`src/rtl/hamming74_encoder_tx_if.sv`:
```
// Bus bundle for the serial Hamming(7,4) transmitter.
// Handshake: a nibble transfers on an enabled rising clk edge where
// data_valid=1 and data_ready=1. data_valid is ignored at any other time,
// and the producer may change data_in/inject_pos freely while ready is low.
interface hamming74_encoder_tx_if;
   logic [3:0] data_in;
   logic       data_valid;
   logic       data_ready;
   logic [2:0] inject_pos;
   logic       encode_out;
   logic       frame_start;
   logic       busy;
   logic [2:0] debug_counter_out;
   logic [1:0] debug_state_out;

   modport master (
      output data_in, data_valid, inject_pos,
      input  data_ready, encode_out, frame_start, busy,
             debug_counter_out, debug_state_out
   );

   modport slave (
      input  data_in, data_valid, inject_pos,
      output data_ready, encode_out, frame_start, busy,
             debug_counter_out, debug_state_out
   );
endinterface

```
`src/rtl/hamming74_encoder_tx.sv`:
```
// Hamming(7,4) encoder with serial LSB-first output. Each frame is 7
// codeword slots followed by one gap slot; a new nibble accepted in the
// gap slot gives back-to-back frames with an 8-cycle period.
module hamming74_encoder_tx (
   input  logic                         clk,
   input  logic                         rst,
   input  logic                         ena,
   hamming74_encoder_tx_if.slave        bus
);

   typedef enum logic [1:0] {
      S_IDLE = 2'd0,
      S_SEND = 2'd1,
      S_GAP  = 2'd2
   } state_t;

   state_t     r_state, w_state_nxt;
   logic [2:0] r_cnt, w_cnt_nxt;
   logic [6:0] r_shift, w_shift_nxt;
   logic       r_bit, w_bit_nxt;
   logic       r_fs, w_fs_nxt;
   logic [6:0] w_codeword;
   logic       w_ready;

   // Build the codeword {d3,d2,d1,c2,d0,c1,c0} and apply the optional bit flip
   always_comb begin
      w_codeword[0] = bus.data_in[0] ^ bus.data_in[1] ^ bus.data_in[3];
      w_codeword[1] = bus.data_in[0] ^ bus.data_in[2] ^ bus.data_in[3];
      w_codeword[2] = bus.data_in[0];
      w_codeword[3] = bus.data_in[1] ^ bus.data_in[2] ^ bus.data_in[3];
      w_codeword[4] = bus.data_in[1];
      w_codeword[5] = bus.data_in[2];
      w_codeword[6] = bus.data_in[3];
      if (bus.inject_pos != 3'd7) begin
         w_codeword[bus.inject_pos] = ~w_codeword[bus.inject_pos];
      end
   end

   // Ready in IDLE and GAP; forced low while reset is held
   assign w_ready = !rst && (r_state != S_SEND);

   // Next-state and next-output decode; defaults hold every register
   always_comb begin
      w_state_nxt = r_state;
      w_cnt_nxt   = r_cnt;
      w_shift_nxt = r_shift;
      w_bit_nxt   = r_bit;
      w_fs_nxt    = r_fs;
      case (r_state)
         S_IDLE, S_GAP: begin
            if (bus.data_valid) begin
               w_state_nxt = S_SEND;
               w_cnt_nxt   = 3'd0;
               w_shift_nxt = {1'b0, w_codeword[6:1]};
               w_bit_nxt   = w_codeword[0];
               w_fs_nxt    = 1'b1;
            end else if (r_state == S_GAP) begin
               w_state_nxt = S_IDLE;
               w_cnt_nxt   = 3'd0;
               w_shift_nxt = 7'd0;
               w_bit_nxt   = 1'b0;
               w_fs_nxt    = 1'b0;
            end
         end
         S_SEND: begin
            w_fs_nxt = 1'b0;
            if (r_cnt == 3'd6) begin
               w_state_nxt = S_GAP;
               w_cnt_nxt   = 3'd7;
               w_bit_nxt   = 1'b0;
            end else begin
               w_cnt_nxt   = r_cnt + 3'd1;
               w_bit_nxt   = r_shift[0];
               w_shift_nxt = {1'b0, r_shift[6:1]};
            end
         end
         default: begin
            w_state_nxt = S_IDLE;
            w_cnt_nxt   = 3'd0;
            w_shift_nxt = 7'd0;
            w_bit_nxt   = 1'b0;
            w_fs_nxt    = 1'b0;
         end
      endcase
   end

   // State register: async clear, advance only on enabled edges
   always_ff @(posedge clk or posedge rst) begin
      if (rst) begin
         r_state <= S_IDLE;
         r_cnt   <= 3'd0;
         r_shift <= 7'd0;
         r_bit   <= 1'b0;
         r_fs    <= 1'b0;
      end else if (ena) begin
         r_state <= w_state_nxt;
         r_cnt   <= w_cnt_nxt;
         r_shift <= w_shift_nxt;
         r_bit   <= w_bit_nxt;
         r_fs    <= w_fs_nxt;
      end
   end

   assign bus.data_ready        = w_ready;
   assign bus.encode_out        = r_bit;
   assign bus.frame_start       = r_fs;
   assign bus.busy              = (r_state != S_IDLE);
   assign bus.debug_counter_out = r_cnt;
   assign bus.debug_state_out   = r_state;

endmodule

```
`src/flat_wrapper.sv`:
```
// flat-port wrapper written by rule: the top's interface ports become plain ports
module hamming74_encoder_tx_flat 
  (clk, rst, ena, bus_data_in, bus_data_valid, bus_inject_pos, bus_data_ready, bus_encode_out, bus_frame_start, bus_busy, bus_debug_counter_out, bus_debug_state_out);
  hamming74_encoder_tx_if bus_i ();
  input  logic clk;
  input  logic rst;
  input  logic ena;
  input wire logic [$bits(bus_i.data_in)-1:0] bus_data_in;
  input wire logic [$bits(bus_i.data_valid)-1:0] bus_data_valid;
  input wire logic [$bits(bus_i.inject_pos)-1:0] bus_inject_pos;
  output wire logic [$bits(bus_i.data_ready)-1:0] bus_data_ready;
  output wire logic [$bits(bus_i.encode_out)-1:0] bus_encode_out;
  output wire logic [$bits(bus_i.frame_start)-1:0] bus_frame_start;
  output wire logic [$bits(bus_i.busy)-1:0] bus_busy;
  output wire logic [$bits(bus_i.debug_counter_out)-1:0] bus_debug_counter_out;
  output wire logic [$bits(bus_i.debug_state_out)-1:0] bus_debug_state_out;
  assign bus_i.data_in = bus_data_in;
  assign bus_i.data_valid = bus_data_valid;
  assign bus_i.inject_pos = bus_inject_pos;
  assign bus_data_ready = bus_i.data_ready;
  assign bus_encode_out = bus_i.encode_out;
  assign bus_frame_start = bus_i.frame_start;
  assign bus_busy = bus_i.busy;
  assign bus_debug_counter_out = bus_i.debug_counter_out;
  assign bus_debug_state_out = bus_i.debug_state_out;
  hamming74_encoder_tx u_core (.clk(clk), .rst(rst), .ena(ena), .bus(bus_i));
endmodule
```
`config.mk`:
```
export PLATFORM = sky130hd
export DESIGN_NAME = hamming74_encoder_tx_flat
export DESIGN_NICKNAME = d
export VERILOG_FILES = /design/src/rtl/hamming74_encoder_tx_if.sv /design/src/rtl/hamming74_encoder_tx.sv /design/src/flat_wrapper.sv
export SDC_FILE = /design/constraint.sdc
export NUM_CORES = 1
export LEC_CHECK = 0
export BUFFER_PORTS_ARGS = -buffer_cell sky130_fd_sc_hd__clkbuf_2
export CAP_MARGIN = 15
export CELL_PAD_IN_SITES_DETAIL_PLACEMENT = 1
export CELL_PAD_IN_SITES_GLOBAL_PLACEMENT = 1
export CORE_ASPECT_RATIO = 1.75
export CORE_MARGIN = 3
export CORE_UTILIZATION = 35
export DETAILED_ROUTE_END_ITERATION = 8
export PLACE_DENSITY_LB_ADDON = 0.2
export SLEW_MARGIN = 5
export SYNTH_ARGS = -nofsm -noshare
export SYNTH_HDL_FRONTEND = slang
export SYNTH_SLANG_ARGS = --single-unit
```
`constraint.sdc`:
```
create_clock -name clk -period 1.6 [get_ports clk]
set_clock_uncertainty 0.2 [all_clocks]
set_input_delay 0.48 -clock clk [delete_from_list [all_inputs] [get_ports clk]]
set_output_delay 0.48 -clock clk [all_outputs]
set_load 0.05 [all_outputs]
```
* Yosys cells after proc, flatten, opt, wreduce, memory -nomap -nowiden
Cells that the tools add are included.
Widths: inputs -> output; s select.
** Word-level totals
- Register bits :: 14
- Input port bits :: 11
- Output and inout bits :: 9
** Operators by class
- $add $sub $neg :: 1
- Order comparisons :: 2
- Eq/ne operators :: 8
- Multiplexer cells :: 24
- Bitwise gates (word level) :: 7
- Reductions and logical operators :: 9
** Operators with widths (number)
- $mux 7 :: 4
- $pmux 7 s2 :: 1
- $mux 3 :: 3
- $bwmux 7 :: 1
- $mux 1 :: 7
- $mux 2 :: 3
- $pmux 3 s2 :: 1
- $reduce_and 3->1 :: 2
- $xor 1x1->1 :: 6
- $lt 3x4->1 const B :: 1
- $ne 2x1->1 const B :: 2
- $pmux 2 s2 :: 1
- $add 3x1->3 const B :: 1
- $bmux 1 s3 :: 1
- $demux 1 s3 :: 1
- $eq 3x3->1 const B :: 1
- $ge 3x1->1 const B :: 1
- $ne 3x2->1 const B :: 1
- $ne 3x3->1 const B :: 1
- $eq 2x1->1 const B :: 1
- $eq 2x2->1 const B :: 1
- $logic_and 1x1->1 :: 2
- $logic_not 2->1 :: 1
- $ne 2x2->1 const B :: 1
- other kinds (6) :: 6

* Depth between registers and ports, before layout
Gate-level depths: netlist of the first run.
- Depth in word-level cells :: 9
- Depth in mapped cells :: 6
- Depth with buffers taken out :: 6

* Worst setup path before layout of the first run
Ideal clock, no wire load.
- Kind :: reg-to-output
- From :: register u_core.r_state[0] (netlist: u_core.bus.debug_state_out[0])
- To :: output port bus_data_ready
- Arrival :: 1689 ps
- Required time :: 920 ps
- Slack :: -769 ps
- Cell stages (with the launch flop) :: 4
- Buffers on the path :: 1
- Cell sequence :: dfrtp_1 -> nor2b_1 -> clkbuf_1 -> nor2_1
** On the way
- Word-level cells in the longest chain between the ends :: 2
** RTL lines
- start: declaration :: line hamming74_encoder_tx.sv:17 : state_t r_state, w_state_nxt;
- start signal: assignment :: line hamming74_encoder_tx.sv:96 : r_state <= w_state_nxt;
- $ne 2x1->1 :: line hamming74_encoder_tx.sv:40 : assign w_ready = !rst && (r_state != S_SEND);
- $logic_and 1x1->1 :: line hamming74_encoder_tx.sv:40
- end: declaration :: line flat_wrapper.sv:11 : output wire logic [$bits(bus_i.data_ready)-1:0] bus_data_ready;
No other way between the ends.

* Worst setup path after layout of the first run
- From :: register u_core.r_state[1] (netlist: u_core.bus.debug_state_out[1])
- To :: output port bus_busy
** On the way
- Word-level cells in the longest chain between the ends :: 1
** RTL lines
- $reduce_bool 2->1 :: line hamming74_encoder_tx.sv:107 : assign bus.busy = (r_state != S_IDLE);
- end: declaration :: line flat_wrapper.sv:14 : output wire logic [$bits(bus_i.busy)-1:0] bus_busy;
No other way between the ends.

==> flow_summary_export.csv, run 1 <==
group,metric,value,unit
power,power_leakage,0.675,nW
synth,yosys_most_used_dff,"dfrtp_1",
placed_design,place_congestion,0.771,
global_route,grt_max_degree,10,
final_layout,diodes,0,
final_layout,drive_gt1_share,53.8,%
global_route,grtUsageTotal,19.3,%
final_layout,layout.core_utilization,59.8,%
setup_path,cpMaxStageDelayCell,"dfrtp_2",
timing,max_freq,0.561,GHz
final_layout,fin_cells,155,
clocking,clk_pin_slew,0.05,ns
global_route,gr-total-overflow,0,
power,clkPwrFrac,12.6,%
timing,finalSetupTns,-1.64,ns
global_route,grt_pass1_vias,917,
synth,mappedNetlistNets,97,
route,drcViolationCount,0,
setup_path,crit_required,0.92,ns
clocking,clkSinkCount,13,
synth,synth.avg_cell_area,10.1,sq um
die,die_w,43.2,um
synth,ys_seq_area_share,38.3,%
power,peakVddDrop,0.000625,V
status,violations,"negative setup slack",
timing,slew_viol_final,0,
synth,ys_warn_count,0,
synth,synth_area,848,sq um
placed_design,dp_hpwl,2.03,mm
timing,fin_crit_sh,111,%
worst_hold_path,worstHoldPathType,"in -> async",
die,start_util,36.8,%
clocking,cts_max_level,1,
final_layout,area_growth,62.2,%
timing,setup_violations,13,
power,p_per_area,1670,nW/um^2
global_route,met1_usage,18.3,%
route,drtPass1Iterations,4,
setup_path,cp-start-kind,"register",
global_route,grt.busiest_layer,"met2",
flow_run,max_cap_violations,0,
route,drtIter0Drc,17,
timing,finalHoldViolations,0,
route,vias,847,
setup_path,critical_path_class,"reg -> out",
route,wl_per_cell,17.9,um
power,switchingPower,980,uW
final_layout,nets,144,
setup_path,critPathArrivalTime,1.10,ns
timing,relSlewSlack,78.7,%
timing,worst_slack,-0.181,ns
timing,period_needed,1.78,ns
power,p_comb_share,62.6,%
die,row_count,23,
route,drt-total-wl,2.77,mm
power,seqPwrFrac,24.9,%
synth,yosysUniqueCellTypes,28,
timing,rsz0062_at_grt,"true",
die,io_pins,20,
synth,ys_async_sr_fraction,100,%
setup_path,worstPathCellList,"or2_4 > clkbuf_16",
die,core,2300,sq um
setup_path,r2r-start,"u_core.bus.debug_state_out[0]",
setup_path,critical_path.max_stage_delay,0.44,ns
route,via_per_inst,5.46,
synth,synth_edf_count,0,
global_route,met2_usage,39.0,%
setup_path,crit_start,"u_core.bus.debug_state_out[1]",
die,fp.dieH,71.1,um
power,switching_share,42.7,%
global_route,antenna_found_initial,0,
synth,synth_seq_cells,13,
clocking,clock_latency,0.24,ns
setup_path,endpoint_kind,"primary output",
synth,syn_inst,84,
die,dieArea,3070,sq um
clocking,cts_buffers,3,
global_route,grt_pass1_wl,4.44,mm
timing,worstMarginPinSlew,0.320,ns
placed_design,io_buffers,19,
setup_path,ff2ff_path_depth,5,
clocking,cts_buffer_depth,2,
status,status,"finished, violations left",
clocking,clk_root_buffer_cell,"clkbuf_8",
clocking,cts_tree,"done",
route,antenna_left,0,
setup_path,crit_fanout,4,
global_route,globalRouteMet3Util,2.54,%
power,p_int,1.32,mW
placed_design,dp_cells,143,
worst max-delay path, delay by kind of cell (launching register included):
family	cells	cell delay (ns)
buffers and inverters	1	0.17
flip-flops	1	0.44
AND/OR/NAND/NOR	1	0.25
power by group through the flow:
stage / Combinational, mW / Clock, mW / Sequential (mW)
6_report: 1.44 / 0.289 / 0.571
5_1_grt: 1.52 / 0.313 / 0.588
4_1_cts: 1.35 / 0.298 / 0.566
3_5_place_dp: 1.06 / 0 / 0.559
3_3_place_gp: 1.03 / 0 / 0.556
2_1_floorplan: 0.474 / 0 / 0.785
kinds of logic (layout without fill, tap and decap cells):
logic type	count (synthesis)	count (layout)	synth area share, %
and+or+nand+nor	29	29	18.7
AOI/OAI and AO/OA	24	24	22.1
DFF	13	13	38.3
xor gates and xnor gates	10	10	15.2
buffers and inverters	6	52	2.65
adders and majority gates	2	2	2.95
path summary, 6_finish.rpt:
kind,to,slack [ns]
worst max-delay path,bus_busy,-0.18
worst min-delay path,u_core.bus.debug_counter_out[1],0.008
worst max register to register,u_core.r_shift[4],-0.16
worst min register to register,u_core.bus.frame_start,0.31
max in group asynchronous,u_core.r_shift[2],0.80
min in group clk,u_core.bus.frame_start,0.31
per-layer routing:
layer | vias up | part of all wire, %
met5 | - | 0
met4 | 0 | 0.47
met3 | 2 | 2.9
met2 | 16 | 64
met1 | 430 | 32
li1 | 399 | -
what timing repair did:
item	4_1_cts	5_1_grt
hold buffers	0	0
gates resized for setup	32	9
endpoints found under the setup margin	15	18
buffers inserted	5	4
pin swaps	4	3
final cells by class:
type | count | area [sq um]
inverter | 3 | 11.3
clock buffer | 4 | 45.0
fill | 270 | 926
tap | 25 | 31.3
timing repair buffer | 45 | 377
multi-input combinational | 65 | 581
sequential | 13 | 332
sequential cells by signal (all words and copies together), names as in the netlist:
name and cells:
u_core.bus.debug_counter_out 3, u_core.bus.debug_state_out 2, u_core.bus.encode_out 1, u_core.bus.frame_start 1, u_core.r_shift 6
synth_stat cells, drive strengths merged, types with 3 or more instances:
master	instances	area share, %
nor3b	3	2.7
and3	3	2.2
xnor2	4	4.1
nand3	3	1.8
a22o	7	7.2
o21ai	5	2.9
nand3b	3	2.7
xnor3	3	8.0
clkbuf	3	1.3
xor2	3	3.1
nand2	8	3.5
dfrtp	13	38
inv	3	1.3
stage by stage:
step | total power, mW | setup slack [ns] | cell area, sq um | hold slack, ns
after CTS | 2.21 | -0.171 | 1340 | 0.0212
final | 2.30 | -0.181 | 1380 | 0.00772
after detailed placement | 1.62 | -0.286 | 1130 | 0.279
after floorplan | 1.26 | -0.250 | 887 | 0.157
after global routing | 2.42 | -0.211 | 1380 | 0.0236
after global placement | 1.59 | -0.239 | 1130 | 0.269
cells in the final DEF, fill, tap and decap left out, types with 3 or more instances in the layout:
master / n
nand2_1: 5
nand3_1: 3
a22o_1: 7
o21ai_2: 3
dfrtp_2: 5
clkbuf_2: 12
buf_4: 23
xor2_1: 3
xnor2_1: 4
nand3b_1: 3
xnor3_1: 3
clkbuf_8: 4
buf_6: 4
nor3b_1: 3
dfrtp_1: 8
Power figures use the tool's default switching activity.
==> run 2: changes to the inputs <==
--- a/config.mk
+++ b/config.mk
@@ -5,7 +5,7 @@
 export SDC_FILE = /design/constraint.sdc
 export NUM_CORES = 1
 export LEC_CHECK = 0
-export BUFFER_PORTS_ARGS = -buffer_cell sky130_fd_sc_hd__clkbuf_2
+export BUFFER_PORTS_ARGS = -buffer_cell sky130_fd_sc_hd__buf_2
 export CAP_MARGIN = 15
 export CELL_PAD_IN_SITES_DETAIL_PLACEMENT = 1
 export CELL_PAD_IN_SITES_GLOBAL_PLACEMENT = 1
==> run 2 against run 1 <==
First-iteration DRC count is 18% lower; count of clock-buffer cells in the layout stayed put; largest power group unchanged; sequential power down 1%; maximum frequency is 2.7% lower; combinational power shrank 11%; worst setup slack worse by 0.050 ns; register-to-register slack gained 0.08 ns; clock power increased by 6%; the run still ends with negative setup slack left; largest cell class unchanged; critical path type unchanged; hold slack got worse by 0.00055 ns.
==> flow_summary_export.csv, run 2 (synthesized netlist as in run 1, its figures left out) <==
group,metric,value,unit
status,status,"finished, violations left",
status,violations,"negative setup slack",
clocking,clock_latency,0.25,ns
placed_design,dp_slack,-0.265,ns
die,core,2300,sq um
setup_path,endpoint_kind,"primary output",
final_layout,nets,139,
placed_design,place_congestion,0.740,
timing,relSlewSlack,78.3,%
final_layout,fin_cells,150,
route,wl_per_cell,17.5,um
setup_path,critical_path.max_stage_delay,0.41,ns
route,drtPass1Iterations,4,
timing,max_freq,0.546,GHz
power,seqPwrFrac,26.2,%
setup_path,crit_fanout,3,
die,start_util,36.8,%
power,switching_share,44.2,%
global_route,grt.busiest_layer,"met2",
route,drt-total-wl,2.63,mm
setup_path,critPathArrivalTime,1.15,ns
setup_path,crit_required,0.92,ns
die,io_pins,20,
timing,fin_crit_sh,114,%
final_layout,largest_reg_flops,6,
global_route,met1_usage,19.6,%
clocking,clk_root_buffer_cell,"clkbuf_8",
timing,worstMarginPinSlew,0.325,ns
route,via_per_inst,5.45,
setup_path,cp-start-kind,"register",
setup_path,cpLargestDelayFamily,"flip-flops",
final_layout,diodes,0,
clocking,cts_buffer_depth,2,
power,p_int,1.20,mW
placed_design,dp_hpwl,1.98,mm
global_route,grt_max_degree,12,
global_route,gr-total-overflow,0,
final_layout,final_common_cell,"buf_4",
die,row_count,23,
route,drcViolationCount,0,
final_layout,regMostFlops,"u_core.r_shift",
power,p_per_area,1660,nW/um^2
timing,period_needed,1.83,ns
timing,worst_slack,-0.231,ns
timing,finalHoldViolations,0,
power,switchingPower,950,uW
clocking,cts_buffers,3,
die,dieArea,3070,sq um
flow_run,max_cap_violations,0,
final_layout,nFillCells,269,
power,peakVddDrop,0.000640,V
global_route,met2_usage,36.4,%
setup_path,worstPathCellList,"buf_6 > or2_4 > buf_8",
placed_design,io_buffers,19,
clocking,cts_max_level,1,
placed_design,dp_cells,144,
global_route,globalRouteMet3Util,2.29,%
clocking,clkSinkCount,13,
clocking,cts_tree,"done",
final_layout,drive_gt1_share,48.8,%
worst_hold_path,worstHoldPathType,"in -> async",
clocking,cts_hold_buffers,0,
setup_path,crit_buf_inv,2,
setup_path,cpMaxStageDelayCell,"dfrtp_2",
die,fp.dieH,71.1,um
global_route,grt_pass1_vias,942,
power,power_leakage,0.631,nW
route,drtIter0Drc,14,
final_layout,seq_area,332,sq um
power,p_comb_share,59.5,%
timing,setup_violations,9,
global_route,antenna_found_initial,0,
final_layout,area_growth,53.1,%
die,die_w,43.2,um
timing,slew_viol_final,0,
global_route,grtUsageTotal,19.1,%
route,vias,818,
route,antenna_left,0,
final_layout,multiInputGateArea,568,sq um
timing,rsz0062_at_grt,"true",
setup_path,critical_path_class,"reg -> out",
power,clkPwrFrac,14.2,%
final_layout,final_cell_mix,"20 x buf_4, 12 x buf_2, 8 x dfrtp_1",
clocking,clk_pin_slew,0.06,ns
global_route,grt_pass1_wl,4.39,mm
run 2: changes by cell type in the layout (fill, tap and decap cells not counted):
cell / before / now
buf_2: 1 / 12
buf_4: 23 / 20
buf_6: 4 / 5
buf_8: 2 / 3
clkbuf_16: 2 / 0
clkbuf_2: 12 / 0
clkbuf_8: 4 / 3
nand2_1: 5 / 7
nand2_2: 2 / 0
o21ai_0: 0 / 3
o21ai_1: 2 / 1
o21ai_2: 3 / 1
run 2: metrics by stage:
stage / hold slack, ns / utilization, % / TNS (ns) / area [sq um] / total power, mW
finish: 0.00717 / 56.4 / -0.774 / 1300 / 2.15
global route: 0.0291 / 56.4 / -1.46 / 1300 / 2.27
CTS: 0.0209 / 56.1 / -1.72 / 1290 / 2.15
detailed placement: 0.283 / 49.5 / -1.14 / 1140 / 1.64
global placement: 0.277 / 49.5 / -0.939 / 1140 / 1.61
floorplan: 0.157 / - / -0.646 / 887 / 1.26
run 2: final timing paths:
check,start,endpoint,slack [ns],cells after the start
hold / removal,rst,u_core.r_shift[5],0.007,2
max in group asynchronous,rst,u_core.r_shift[2],0.79,3
min in group clk,u_core.r_shift[5],u_core.r_shift[5],0.30,2
setup reg to reg,u_core.bus.debug_state_out[0],u_core.r_shift[2],-0.08,6
setup / recovery,u_core.bus.debug_state_out[0],bus_busy,-0.23,3
hold reg to reg,u_core.r_shift[5],u_core.r_shift[5],0.30,2
run 2: worst reg2reg max path, delay by kind of cell (launching register included):
kind | cells | cell delay (ns)
AO/OA/AOI/OAI | 3 | 0.57
buffers and inverters | 3 | 0.42
flip-flops | 1 | 0.37
run 2: power groups by stage:
stage                     Sequential, mW  Clock (mW)  Combinational, mW
after global placement             0.547           0               1.06
after CTS                          0.560       0.307               1.28
after floorplan                    0.785           0              0.474
after global routing               0.581       0.324               1.37
after detailed placement           0.554           0               1.09
final                              0.565       0.306               1.28
run 2: final cells by class:
class | count | share of cell area (%)
clock buffers | 4 | 3.47
inverters | 3 | 0.867
multi-input cells | 65 | 43.7
flip-flops and latches | 13 | 25.5
well taps | 25 | 2.41
repair buffers | 40 | 24.0
run 2: repair_timing:
item                                    4_1_cts  5_1_grt
cloned                                        0        0
setup buffers                                 4        0
endpoints found under the setup margin       15       16
resized for setup                            27        6
pin swaps                                     8        2
run 2: metal layers:
| layer | part of all wire, % | wire (um) |
|---|---|---|
| met5 | 0 | 0 |
| met4 | 2.4 | 63 |
| met1 | 36 | 935 |
| met2 | 59 | 1560 |
| met3 | 2.8 | 73 |
==> run 3: changes to the inputs <==
--- a/config.mk
+++ b/config.mk
@@ -6,7 +6,7 @@
 export NUM_CORES = 1
 export LEC_CHECK = 0
 export BUFFER_PORTS_ARGS = -buffer_cell sky130_fd_sc_hd__buf_2
-export CAP_MARGIN = 15
+export CAP_MARGIN = 30
 export CELL_PAD_IN_SITES_DETAIL_PLACEMENT = 1
 export CELL_PAD_IN_SITES_GLOBAL_PLACEMENT = 1
 export CORE_ASPECT_RATIO = 1.75
@@ -14,6 +14,7 @@
 export CORE_UTILIZATION = 35
 export DETAILED_ROUTE_END_ITERATION = 8
 export PLACE_DENSITY_LB_ADDON = 0.2
+export RECOVER_POWER = 25
 export SLEW_MARGIN = 5
 export SYNTH_ARGS = -nofsm -noshare
 export SYNTH_HDL_FRONTEND = slang
==> run 3 against run 2 <==
The flow still finishes with violations (negative setup slack); register-to-register slack barely moved; worst setup slack did not move; cell count did not move; sequential share of layout area barely moved; hold slack improved by 0.0026 ns; maximum frequency did not move; routed wire length barely moved; count of clock-buffer cells in the layout did not move; final area barely moved; critical path depth did not move; highest routed layer unchanged.
==> flow_summary_export.csv, run 3 (synthesized netlist as in run 1, its figures left out) <==
group,metric,value,unit
status,status,"finished, violations left",
status,violations,"negative setup slack",
final_layout,diodes,0,
clocking,clk_root_buffer_cell,"clkbuf_8",
final_layout,nFillCells,270,
power,p_per_area,1660,nW/um^2
global_route,gr-total-overflow,0,
flow_run,max_cap_violations,0,
route,wl_per_cell,17.5,um
global_route,grt_pass1_wl,4.39,mm
route,drtPass1Iterations,4,
final_layout,nets,139,
setup_path,crit_required,0.92,ns
final_layout,seq_area,332,sq um
route,drtIter0Drc,14,
global_route,grtUsageTotal,19.1,%
clocking,cts_buffers,3,
placed_design,dp_slack,-0.265,ns
setup_path,critPathArrivalTime,1.15,ns
setup_path,cp-start-kind,"register",
route,antenna_left,0,
worst_hold_path,worstHoldPathType,"in -> async",
die,fp.dieH,71.1,um
final_layout,final_cell_mix,"20 x buf_4, 11 x buf_2, 8 x dfrtp_1",
die,row_count,23,
global_route,grt_pass1_vias,942,
clocking,clkSinkCount,13,
final_layout,regMostFlops,"u_core.r_shift",
route,drcViolationCount,0,
placed_design,dp_hpwl,1.98,mm
clocking,cts_tree,"done",
route,via_per_inst,5.45,
power,power_leakage,0.628,nW
timing,rsz0062_at_grt,"true",
timing,finalHoldViolations,0,
placed_design,place_congestion,0.740,
timing,relSlewSlack,78.3,%
setup_path,critical_path_class,"reg -> out",
global_route,grt_max_degree,12,
power,peakVddDrop,0.000640,V
clocking,clock_latency,0.25,ns
final_layout,final_common_cell,"buf_4",
die,dieArea,3070,sq um
timing,worstMarginPinSlew,0.325,ns
timing,setup_violations,9,
die,io_pins,20,
setup_path,endpoint_kind,"primary output",
clocking,cts_hold_buffers,0,
timing,period_needed,1.83,ns
timing,finalSetupTns,-0.774,ns
route,vias,818,
die,core,2300,sq um
timing,fin_crit_sh,114,%
final_layout,largest_reg_flops,6,
final_layout,multiInputGateArea,568,sq um
timing,max_freq,0.546,GHz
final_layout,drive_gt1_share,48.0,%
die,die_w,43.2,um
die,start_util,36.8,%
clocking,cts_buffer_depth,2,
final_layout,area_growth,52.9,%
route,drt-total-wl,2.63,mm
timing,slew_viol_final,0,
setup_path,crit_fanout,3,
timing,worst_slack,-0.231,ns
clocking,clk_pin_slew,0.06,ns
placed_design,io_buffers,19,
clocking,cts_max_level,1,
global_route,antenna_found_initial,0,
==> run 3: final cells by class <==
class                   instances  area share, %
well taps                      25           2.41
repair buffers                 40           23.9
multi-input cells              65           43.8
flip-flops and latches         13           25.6
inverters                       3          0.868
clock buffers                   4           3.47
==> run 3: path summary, 6_finish.rpt <==
kind	cells past startpoint	endpoint	slack, ns	from
setup reg to reg	6	u_core.r_shift[2]	-0.08	u_core.bus.debug_state_out[0]
hold / removal	2	u_core.r_shift[5]	0.01	rst
min in group clk	2	u_core.r_shift[5]	0.30	u_core.r_shift[5]
setup / recovery	3	bus_busy	-0.23	u_core.bus.debug_state_out[0]
hold reg to reg	2	u_core.r_shift[5]	0.30	u_core.r_shift[5]
max in group asynchronous	3	u_core.r_shift[2]	0.79	rst
==> run 3: per-stage QoR <==
| step | utilization [%] | std cells | cell area, sq um | hold slack [ns] | total power [mW] |
|---|---|---|---|---|---|
| 3_5_place_dp | 49.5 | 144 | 1140 | 0.283 | 1.64 |
| 6_report | 56.4 | 150 | 1300 | 0.00977 | 2.15 |
| 5_1_grt | 56.4 | 150 | 1300 | 0.0350 | 2.27 |
| 3_3_place_gp | 49.5 | 144 | 1140 | 0.277 | 1.61 |
| 4_1_cts | 56.1 | 151 | 1290 | 0.0209 | 2.15 |
| 2_1_floorplan | - | 84 | 887 | 0.157 | 1.26 |
==> run 3: where the power goes <==
group          leakage (nW)  internal (mW)  switching (mW)
logic                 0.442          0.570           0.711
registers             0.163          0.455           0.109
clock network        0.0228          0.176           0.130
==> run 3: worst max-delay path: stages, from the launching register on <==
cell and delay (ns):
dfrtp_2 0.41, buf_6 0.12, or2_4 0.23, buf_8 0.15
==> run 3: layer usage <==
layer | vias up | wire length (um) | track usage, %
li1 | 388 | - | -
met1 | 404 | 937 | 19.6
met2 | 20 | 1560 | 36.4
met3 | 6 | 73 | 2.29
met4 | 0 | 63 | 8.72
met5 | - | 0 | 0
==> run 3: timing repair <==
action | 4_1_cts | 5_1_grt
resized for setup | 27 | 6
buffers inserted | 4 | 0
pin swaps | 8 | 2
setup endpoints to repair | 15 | 16
